<file path="config.mk">
export PLATFORM = sky130hd
export DESIGN_NAME = ai_player
export DESIGN_NICKNAME = d
export VERILOG_FILES = /design/src/rtl/ai_player.sv
export SDC_FILE = /design/constraint.sdc
export NUM_CORES = 1
export LEC_CHECK = 0
export CORE_MARGIN = 2
export CORE_UTILIZATION = 25
export DETAILED_ROUTE_END_ITERATION = 10
export GPL_ROUTABILITY_DRIVEN = 0
export PLACE_DENSITY_LB_ADDON = 0.15
export SYNTH_ARGS = -nofsm -noshare
export SYNTH_HDL_FRONTEND = slang
export SYNTH_SLANG_ARGS = --single-unit
</file>
<file path="constraint.sdc">
create_clock -name ph1 -period 4.6 [get_ports ph1]
set_input_delay 0.69 -clock ph1 [delete_from_list [all_inputs] [get_ports ph1]]
set_output_delay 0.69 -clock ph1 [all_outputs]
set_load 0.005 [all_outputs]
</file>
<file path="src/rtl/ai_player.sv">
// ---------------------------------------------------------------------------
// ai_player
//   Computer opponent for the tic-tac-toe game controller. On a move request
//   it snapshots the board, scores the nine cells one per cycle, then writes
//   the best cell through the controller's player-input interface. It waits
//   for the board to show that cell occupied before it reports completion.
//
// Handshake with the game controller:
//   playerWrite is a one-cycle strobe, and playerInput is valid while it is
//   high. playerInput then stays stable until the move ends. The controller
//   acknowledges by making the written cell non-empty on gBoard. If that does
//   not happen within ACK_TIMEOUT cycles, timeoutErr is raised.
//
// Parameters:
//   ACK_TIMEOUT  Number of WAIT_ACK cycles allowed before timeoutErr is set.
//
// Optional build macro:
//   AI_RANDOM_TIE_EN  Adds an 8-bit LFSR (taps 8,6,5,4; seed 8'hA5). When a
//                     valid cell scores equal to the current best, it takes
//                     over the best when lfsr[0]=1. Without the macro, ties
//                     keep the lowest index.
//
// Ports:
//   ph1          in   clock, rising edge
//   reset        in   asynchronous, active-high reset
//   moveReq      in   start a move (sampled in IDLE only)
//   isPlayer1    in   1: AI mark is 2'b11, 0: AI mark is 2'b10
//   gBoard[17:0] in   cell i at [2i+1:2i]; 00 empty, 11 player1, 10 player2
//   gameIsDone   in   aborts any operation in progress
//   playerWrite  out  one-cycle write strobe
//   playerInput  out  chosen cell index 0..8
//   busy         out  high in every state except IDLE
//   moveDone     out  one-cycle pulse when the move is acknowledged
//   noMove       out  board was full; held until the next accepted request
//   timeoutErr   out  ack not seen; held until the next accepted request
//   dbgState     out  current FSM state encoding (debug)
// ---------------------------------------------------------------------------
module ai_player #(
  parameter int ACK_TIMEOUT = 15
) (
  input  logic        ph1,
  input  logic        reset,
  input  logic        moveReq,
  input  logic        isPlayer1,
  input  logic [17:0] gBoard,
  input  logic        gameIsDone,
  output logic        playerWrite,
  output logic [3:0]  playerInput,
  output logic        busy,
  output logic        moveDone,
  output logic        noMove,
  output logic        timeoutErr,
  output logic [2:0]  dbgState
);

  localparam int CW = $clog2(ACK_TIMEOUT + 1);

  typedef enum logic [2:0] {
    S_IDLE     = 3'd0,
    S_SNAP     = 3'd1,
    S_SCAN     = 3'd2,
    S_ISSUE    = 3'd3,
    S_WAIT_ACK = 3'd4,
    S_DONE     = 3'd5
  } state_t;

  state_t        r_state;
  logic [17:0]   r_board;
  logic          r_myP1;
  logic [3:0]    r_idx;
  logic          r_bestValid;
  logic [2:0]    r_bestScore;
  logic [3:0]    r_bestIdx;
  logic [CW-1:0] r_cnt;
  logic          r_playerWrite;
  logic [3:0]    r_playerInput;
  logic          r_busy;
  logic          r_moveDone;
  logic          r_noMove;
  logic          r_timeoutErr;

  // Returns the two-bit contents of cell k. Indices above 8 read as empty.
  function automatic logic [1:0] cell_at(input logic [17:0] b, input logic [3:0] k);
    case (k)
      4'd0:    return b[1:0];
      4'd1:    return b[3:2];
      4'd2:    return b[5:4];
      4'd3:    return b[7:6];
      4'd4:    return b[9:8];
      4'd5:    return b[11:10];
      4'd6:    return b[13:12];
      4'd7:    return b[15:14];
      4'd8:    return b[17:16];
      default: return 2'b00;
    endcase
  endfunction

  // Score of an empty cell k. The result is the best of: win 4, block 3,
  // centre 2, corner 1, edge 0.
  function automatic logic [2:0] cell_score(input logic [17:0] b, input logic [3:0] k,
                                            input logic [1:0] my, input logic [1:0] opp);
    logic       win;
    logic       blk;
    logic       hit;
    logic [3:0] p0, p1, p2, o1, o2;
    win = 1'b0;
    blk = 1'b0;
    for (int l = 0; l < 8; l++) begin
      case (l)
        0:       {p0, p1, p2} = {4'd0, 4'd1, 4'd2};
        1:       {p0, p1, p2} = {4'd3, 4'd4, 4'd5};
        2:       {p0, p1, p2} = {4'd6, 4'd7, 4'd8};
        3:       {p0, p1, p2} = {4'd0, 4'd3, 4'd6};
        4:       {p0, p1, p2} = {4'd1, 4'd4, 4'd7};
        5:       {p0, p1, p2} = {4'd2, 4'd5, 4'd8};
        6:       {p0, p1, p2} = {4'd0, 4'd4, 4'd8};
        default: {p0, p1, p2} = {4'd2, 4'd4, 4'd6};
      endcase
      hit = 1'b1;
      o1  = p1;
      o2  = p2;
      if (k == p0) begin
        o1 = p1; o2 = p2;
      end else if (k == p1) begin
        o1 = p0; o2 = p2;
      end else if (k == p2) begin
        o1 = p0; o2 = p1;
      end else begin
        hit = 1'b0;
      end
      if (hit && cell_at(b, o1) == my  && cell_at(b, o2) == my)  win = 1'b1;
      if (hit && cell_at(b, o1) == opp && cell_at(b, o2) == opp) blk = 1'b1;
    end
    if (win)                                           return 3'd4;
    else if (blk)                                      return 3'd3;
    else if (k == 4'd4)                                return 3'd2;
    else if (k == 4'd0 || k == 4'd2 || k == 4'd6 || k == 4'd8) return 3'd1;
    else                                               return 3'd0;
  endfunction

  logic [1:0]    w_myMark;
  logic [1:0]    w_oppMark;
  logic          w_empty;
  logic [2:0]    w_score;
  logic          w_tieRand;
  logic          w_take;
  logic          w_finalValid;
  logic [3:0]    w_finalIdx;
  logic [CW-1:0] w_cntNext;
  logic          w_acked;

`ifdef AI_RANDOM_TIE_EN
  logic [7:0] r_lfsr;

  // Fibonacci LFSR, taps 8,6,5,4. It free-runs every cycle.
  always_ff @(posedge ph1 or posedge reset) begin
    if (reset) r_lfsr <= 8'hA5;
    else       r_lfsr <= {r_lfsr[6:0], r_lfsr[7] ^ r_lfsr[5] ^ r_lfsr[4] ^ r_lfsr[3]};
  end

  assign w_tieRand = r_lfsr[0];
`else
  assign w_tieRand = 1'b0;
`endif

  assign w_myMark  = r_myP1 ? 2'b11 : 2'b10;
  assign w_oppMark = r_myP1 ? 2'b10 : 2'b11;
  assign w_empty   = (cell_at(r_board, r_idx) == 2'b00);
  assign w_score   = cell_score(r_board, r_idx, w_myMark, w_oppMark);
  assign w_take    = w_empty && (!r_bestValid || (w_score > r_bestScore) ||
                                 ((w_score == r_bestScore) && w_tieRand));
  // The best result includes the cell being scored this cycle. This lets
  // the last SCAN cycle (idx 8) go straight to ISSUE with the final index.
  assign w_finalValid = r_bestValid | w_empty;
  assign w_finalIdx   = w_take ? r_idx : r_bestIdx;
  assign w_cntNext    = r_cnt + CW'(1);
  assign w_acked      = (cell_at(gBoard, r_playerInput) != 2'b00);

  always_ff @(posedge ph1 or posedge reset) begin
    if (reset) begin
      r_state       <= S_IDLE;
      r_board       <= '0;
      r_myP1        <= 1'b0;
      r_idx         <= '0;
      r_bestValid   <= 1'b0;
      r_bestScore   <= '0;
      r_bestIdx     <= '0;
      r_cnt         <= '0;
      r_playerWrite <= 1'b0;
      r_playerInput <= '0;
      r_busy        <= 1'b0;
      r_moveDone    <= 1'b0;
      r_noMove      <= 1'b0;
      r_timeoutErr  <= 1'b0;
    end else begin
      // Both strobes are single-cycle pulses by default.
      r_playerWrite <= 1'b0;
      r_moveDone    <= 1'b0;
      case (r_state)
        S_IDLE: begin
          if (moveReq && !gameIsDone) begin
            r_state      <= S_SNAP;
            r_busy       <= 1'b1;
            r_noMove     <= 1'b0;
            r_timeoutErr <= 1'b0;
          end
        end
        S_SNAP: begin
          if (gameIsDone) begin
            r_state       <= S_IDLE;
            r_busy        <= 1'b0;
            r_playerInput <= '0;
          end else begin
            r_board     <= gBoard;
            r_myP1      <= isPlayer1;
            r_idx       <= '0;
            r_bestValid <= 1'b0;
            r_bestScore <= '0;
            r_bestIdx   <= '0;
            r_state     <= S_SCAN;
          end
        end
        S_SCAN: begin
          if (gameIsDone) begin
            r_state       <= S_IDLE;
            r_busy        <= 1'b0;
            r_playerInput <= '0;
          end else begin
            if (w_take) begin
              r_bestValid <= 1'b1;
              r_bestScore <= w_score;
              r_bestIdx   <= r_idx;
            end
            r_idx <= r_idx + 4'd1;
            if (r_idx == 4'd8) begin
              if (w_finalValid) begin
                r_state       <= S_ISSUE;
                r_playerWrite <= 1'b1;
                r_playerInput <= w_finalIdx;
              end else begin
                r_state  <= S_DONE;
                r_noMove <= 1'b1;
              end
            end
          end
        end
        S_ISSUE: begin
          if (gameIsDone) begin
            r_state       <= S_IDLE;
            r_busy        <= 1'b0;
            r_playerInput <= '0;
          end else begin
            r_cnt   <= '0;
            r_state <= S_WAIT_ACK;
          end
        end
        S_WAIT_ACK: begin
          if (gameIsDone) begin
            r_state       <= S_IDLE;
            r_busy        <= 1'b0;
            r_playerInput <= '0;
          end else if (w_acked) begin
            r_state    <= S_DONE;
            r_moveDone <= 1'b1;
          end else begin
            r_cnt <= w_cntNext;
            if (w_cntNext == CW'(ACK_TIMEOUT)) begin
              r_state      <= S_DONE;
              r_timeoutErr <= 1'b1;
            end
          end
        end
        S_DONE: begin
          r_state <= S_IDLE;
          r_busy  <= 1'b0;
        end
        default: begin
          r_state <= S_IDLE;
          r_busy  <= 1'b0;
        end
      endcase
    end
  end

  assign playerWrite = r_playerWrite;
  assign playerInput = r_playerInput;
  assign busy        = r_busy;
  assign moveDone    = r_moveDone;
  assign noMove      = r_noMove;
  assign timeoutErr  = r_timeoutErr;
  assign dbgState    = r_state;

endmodule

</file>
==> impl_summary.txt <==
----------------------------------------------------
[Run status]
  Run status ... finished clean

[Setup path]
  Slowest stage delay, CP ... 0.46 ns
  Worst reg-to-reg setup slack ... between 0.3 and 0.4 ns
  Critical path startpoint category ... flop
  Maximum net fanout on the critical path ... 19
  Critical path, cell by cell ... inv_1, ha_1, buf_4, and4bb_1, mux2i_1, a21oi_1, and3_4, a2111oi_4, nand4_4, a31oi_1, ha_1, nor2b_1, o21ai_0, a32oi_1, o211ai_4, buf_4, nor2_1, a21oi_1, o2bb2ai_1
  Cell with the biggest individual delay on the critical path ... sky130_fd_sc_hd__dfrtp_1
  Crit path kind ... reg2reg
  Data arrival time of the critical path ... 4.45 ns
  Kind of end point of the critical path ... flop
  Largest delay share family, worst path ... compound AO/OA/AOI/OAI gates
  Required arrival time at the worst endpoint ... ~4.8 ns
  Buffering stage count on the worst path with inverters included ... 3

[Run]
  # Max-Cap Violations ... 0

[Clocking]
  Master cell of the clock root buffer ... sky130_fd_sc_hd__clkbuf_16
  Post-CTS setup buffer count ... 0
  Hold_buf cts ... 0
  Gates resized, CTS repair ... 0
  Clock latency at the later pin of the worst-skew pair ... around 0.3 ns
  Total clock buffers created by CTS ... 5
  Longest Clk Path Bufs ... 2
  TritonCTS clock tree ... done
  Clock H-tree levels ... 2
  CTS clock-pin slew for the worst setup and hold paths ... approximately 0.08 ns
  Num Clock Sinks ... 47

[Synth]
  Number of storage elements in the synthesis netlist ... 47
  Top post-synthesis cells by area ... sky130_fd_sc_hd__dfrtp_1 (30%), sky130_fd_sc_hd__nand2_1 (8.6%), sky130_fd_sc_hd__o21ai_0 (3.6%)
  Primary flip-flop cell chosen by synthesis mapping ... sky130_fd_sc_hd__dfrtp_1
  Total nets after synthesis ... around 510
  Share of synthesized flip-flops with an asynchronous set or reset ... between 90% and 100%
  Mapped Cells ... around 480
  Area share of the leading cell type in the synthesized netlist ... between 30% and 40%
  Post-synth EDFFs ... 0
  Share of the yosys chip area belonging to registers ... between 30% and 40%
  Synthesized area per cell ... between 8 and 9 µm²
  Yosys warnings ... 0
  Number of distinct standard cells referenced by the synthesized netlist ... 74
  Netlist area before placement ... just under 4000 µm²
  Post-synth top area cell ... sky130_fd_sc_hd__dfrtp_1

[Placed design]
  Number of port buffers ... 34
  DPL Wire Length ... between 8 and 9 mm

[STA]
  Final count of negative-setup-slack endpoints ... 0
  Number of endpoints with negative hold slack in the final report ... 0
  Peak clock frequency supported by timing ... between 200 and 250 MHz
  Final Slew Violations ... 0
  Worst clock skew on the final layout ... slightly above 0.009 ns
  Final critical delay including setup and external delays ... about 4.3 ns
  RSZ-0062 raised after global routing ... no
  Accumulated negative setup slack ... 0 ns
  Post-route fraction of the period consumed by the critical path ... 92.6%
  Max-slew headroom at the worst pin ... between 30% and 40%
  Tightest Pin Transition ... approximately 1 ns
  Worst slack on hold paths ... 0.514 ns

[Cells and area]
  Most frequent standard cell in the layout excluding fill and tap cells ... sky130_fd_sc_hd__nand2_1
  Final Util ... ~30%
  Count of nets after finishing ... ~530
  Fraction of layout cells with a size suffix above 1 ... about 8.0%
  Area Growth Syn to Fin ... 17.2%
  Number of diodes ... 0
  Most frequent cells in the layout ... sky130_fd_sc_hd__nand2_1 (89), sky130_fd_sc_hd__dfrtp_1 (47), sky130_fd_sc_hd__clkdlybuf4s50_1 (34)

[Routing]
  WL final ... 11.7 mm
  Detailed-route via count ... 3,599
  Number of vias per cell after detailed routing ... ~5.2
  Post-DRT Antenna Nets ... 0
  Number of remaining DRC errors ... 0
  DR iter-0 viols ... about 280
  Avg WL per Cell ... 17.0 µm
  First-pass detailed-route iteration total ... 4

[Floorplan]
  Width of the die ... roughly 130 µm
  Vertical die dimension ... around 130 µm
  Core area ... 15,100 µm²
  Die Area ... about 16,000 µm²
  Top-level port count ... 35
  Number of placement rows ... 45
  Effective utilization at floorplan ... roughly a quarter

[Power and ir drop]
  Power per unit of standard cell area ... around 540 nW/µm²
  Leakage component of the power ... ~1.8 nW
  Worst vdd rail ir drop ... between 0.15 and 0.2 mV

[Global route]
  Pin count of the biggest net entering global routing ... 48
  Initial antenna violation count ... 0
  Global-route wire length before repair ... 19.1 mm
  Residual overflow from global routing ... 0
  Global-route usage over all layers ... 14.6%
  Via count of the first global-routing pass ... 3,454

[Worst hold path]
  Worst min-delay path class ... reg2reg

----------------------------------------------------
## cells in the mapped netlist, types with 3 or more instances
cell,n
sky130_fd_sc_hd__o21ai_1,11
sky130_fd_sc_hd__a21o_1,3
sky130_fd_sc_hd__o221ai_1,3
sky130_fd_sc_hd__ha_1,9
sky130_fd_sc_hd__a211oi_1,4
sky130_fd_sc_hd__o21a_1,3
sky130_fd_sc_hd__xor2_1,4
sky130_fd_sc_hd__and3_1,3
sky130_fd_sc_hd__nand4_1,3
sky130_fd_sc_hd__nand4b_1,6
sky130_fd_sc_hd__buf_6,6
sky130_fd_sc_hd__buf_4,3
sky130_fd_sc_hd__or2_1,4
sky130_fd_sc_hd__clkbuf_1,19
sky130_fd_sc_hd__o21ai_0,28
sky130_fd_sc_hd__nor2b_1,11
sky130_fd_sc_hd__o2bb2ai_1,6
sky130_fd_sc_hd__dfrtp_1,47
sky130_fd_sc_hd__nor3_1,16
sky130_fd_sc_hd__inv_1,17
sky130_fd_sc_hd__and3b_1,3
sky130_fd_sc_hd__nand3b_1,7
sky130_fd_sc_hd__nand2_1,89
sky130_fd_sc_hd__mux2i_1,9
sky130_fd_sc_hd__nor4_1,4
sky130_fd_sc_hd__o211ai_1,5
sky130_fd_sc_hd__o31ai_1,4
sky130_fd_sc_hd__nor2_1,27
sky130_fd_sc_hd__a21oi_1,24
sky130_fd_sc_hd__buf_2,6
sky130_fd_sc_hd__nand2b_1,9
sky130_fd_sc_hd__or2_2,3
sky130_fd_sc_hd__xnor2_1,6
sky130_fd_sc_hd__nand3_1,8
sky130_fd_sc_hd__a31oi_1,5
sky130_fd_sc_hd__o22ai_1,3
sky130_fd_sc_hd__and2_1,7
## state kept, by name (all words and copies together), names as in the netlist
register,cells
r_idx,4
playerInput,4
r_bestValid,1
dbgState,3
timeoutErr,1
noMove,1
r_cnt,4
r_board,18
playerWrite,1
r_myP1,1
r_bestScore,3
moveDone,1
r_bestIdx,4
busy,1
## worst paths after layout
| path | cells after the start | from | to |
|---|---|---|---|
| min in group asynchronous | 2 | reset | r_cnt[2] |
| hold / removal | 2 | timeoutErr | timeoutErr |
| setup / recovery | 19 | r_idx[0] | playerInput[1] |
| setup reg to reg | 19 | r_idx[0] | playerInput[1] |
| max in group asynchronous | 2 | reset | r_board[4] |
| hold reg to reg | 2 | timeoutErr | timeoutErr |
## metal layers
metal | share of wire (%) | GRT usage (%) | vias to the layer above | routed length, µm
li1 | - | - | 1755 | -
met1 | 48 | 20.7 | 1739 | 5600
met2 | 45 | 23.3 | 93 | 5310
met3 | 5.6 | 2.00 | 12 | 658
met4 | 1.3 | 4.01 | 0 | 153
met5 | 0 | 0 | - | 0
## where the power goes
group          total (mW)  internal [mW]  switching [mW]  leakage, nW
registers           0.794          0.540           0.254        0.616
logic                1.26          0.543           0.717         1.12
clock network       0.394          0.208           0.186       0.0723
## worst register-to-register path: stages, from the launching register on
cell	delay, ns
sky130_fd_sc_hd__dfrtp_1	0.46
sky130_fd_sc_hd__inv_1	0.12
sky130_fd_sc_hd__ha_1	0.25
sky130_fd_sc_hd__buf_4	0.21
sky130_fd_sc_hd__and4bb_1	0.31
sky130_fd_sc_hd__mux2i_1	0.37
sky130_fd_sc_hd__a21oi_1	0.07
sky130_fd_sc_hd__and3_4	0.20
sky130_fd_sc_hd__a2111oi_4	0.39
sky130_fd_sc_hd__nand4_4	0.19
sky130_fd_sc_hd__a31oi_1	0.21
sky130_fd_sc_hd__ha_1	0.27
sky130_fd_sc_hd__nor2b_1	0.13
sky130_fd_sc_hd__o21ai_0	0.14
sky130_fd_sc_hd__a32oi_1	0.11
sky130_fd_sc_hd__o211ai_4	0.22
sky130_fd_sc_hd__buf_4	0.20
sky130_fd_sc_hd__nor2_1	0.05
sky130_fd_sc_hd__a21oi_1	0.17
sky130_fd_sc_hd__o2bb2ai_1	0.08
## area by class of cell
class	count	area (µm²)
fill	1644	10600
multi-input combinational	381	2440
sequential	47	1180
timing repair buffer	47	463
tap	188	235
clock buffer	5	125
inverter	17	63.8
clock inverter	3	27.5
## stage by stage
stage                     worst slack, ns  std cells  total power [mW]  area [µm²]
final                               0.342        688              2.45        4530
after global routing               0.0516        688              2.65        4530
after CTS                           0.295        687              2.45        4510
after detailed placement            0.335        679              2.05        4360
after global placement              0.377        679              2.04        4360
after floorplan                     0.893        479              1.69        3860
## logic make-up (layout without fill, tap and decap cells)
group           after synthesis  count (layout)  synth area share [%]
simple gates                219             219                  30.0
xor+xnor                     10              10                  2.27
buf+inv                      51              72                  6.61
mux                          15              15                  4.47
compound gates              128             128                  23.3
fa+ha+maj                     9               9                  2.92
flops                        47              47                  30.5
(Power assumes the default switching activity.)
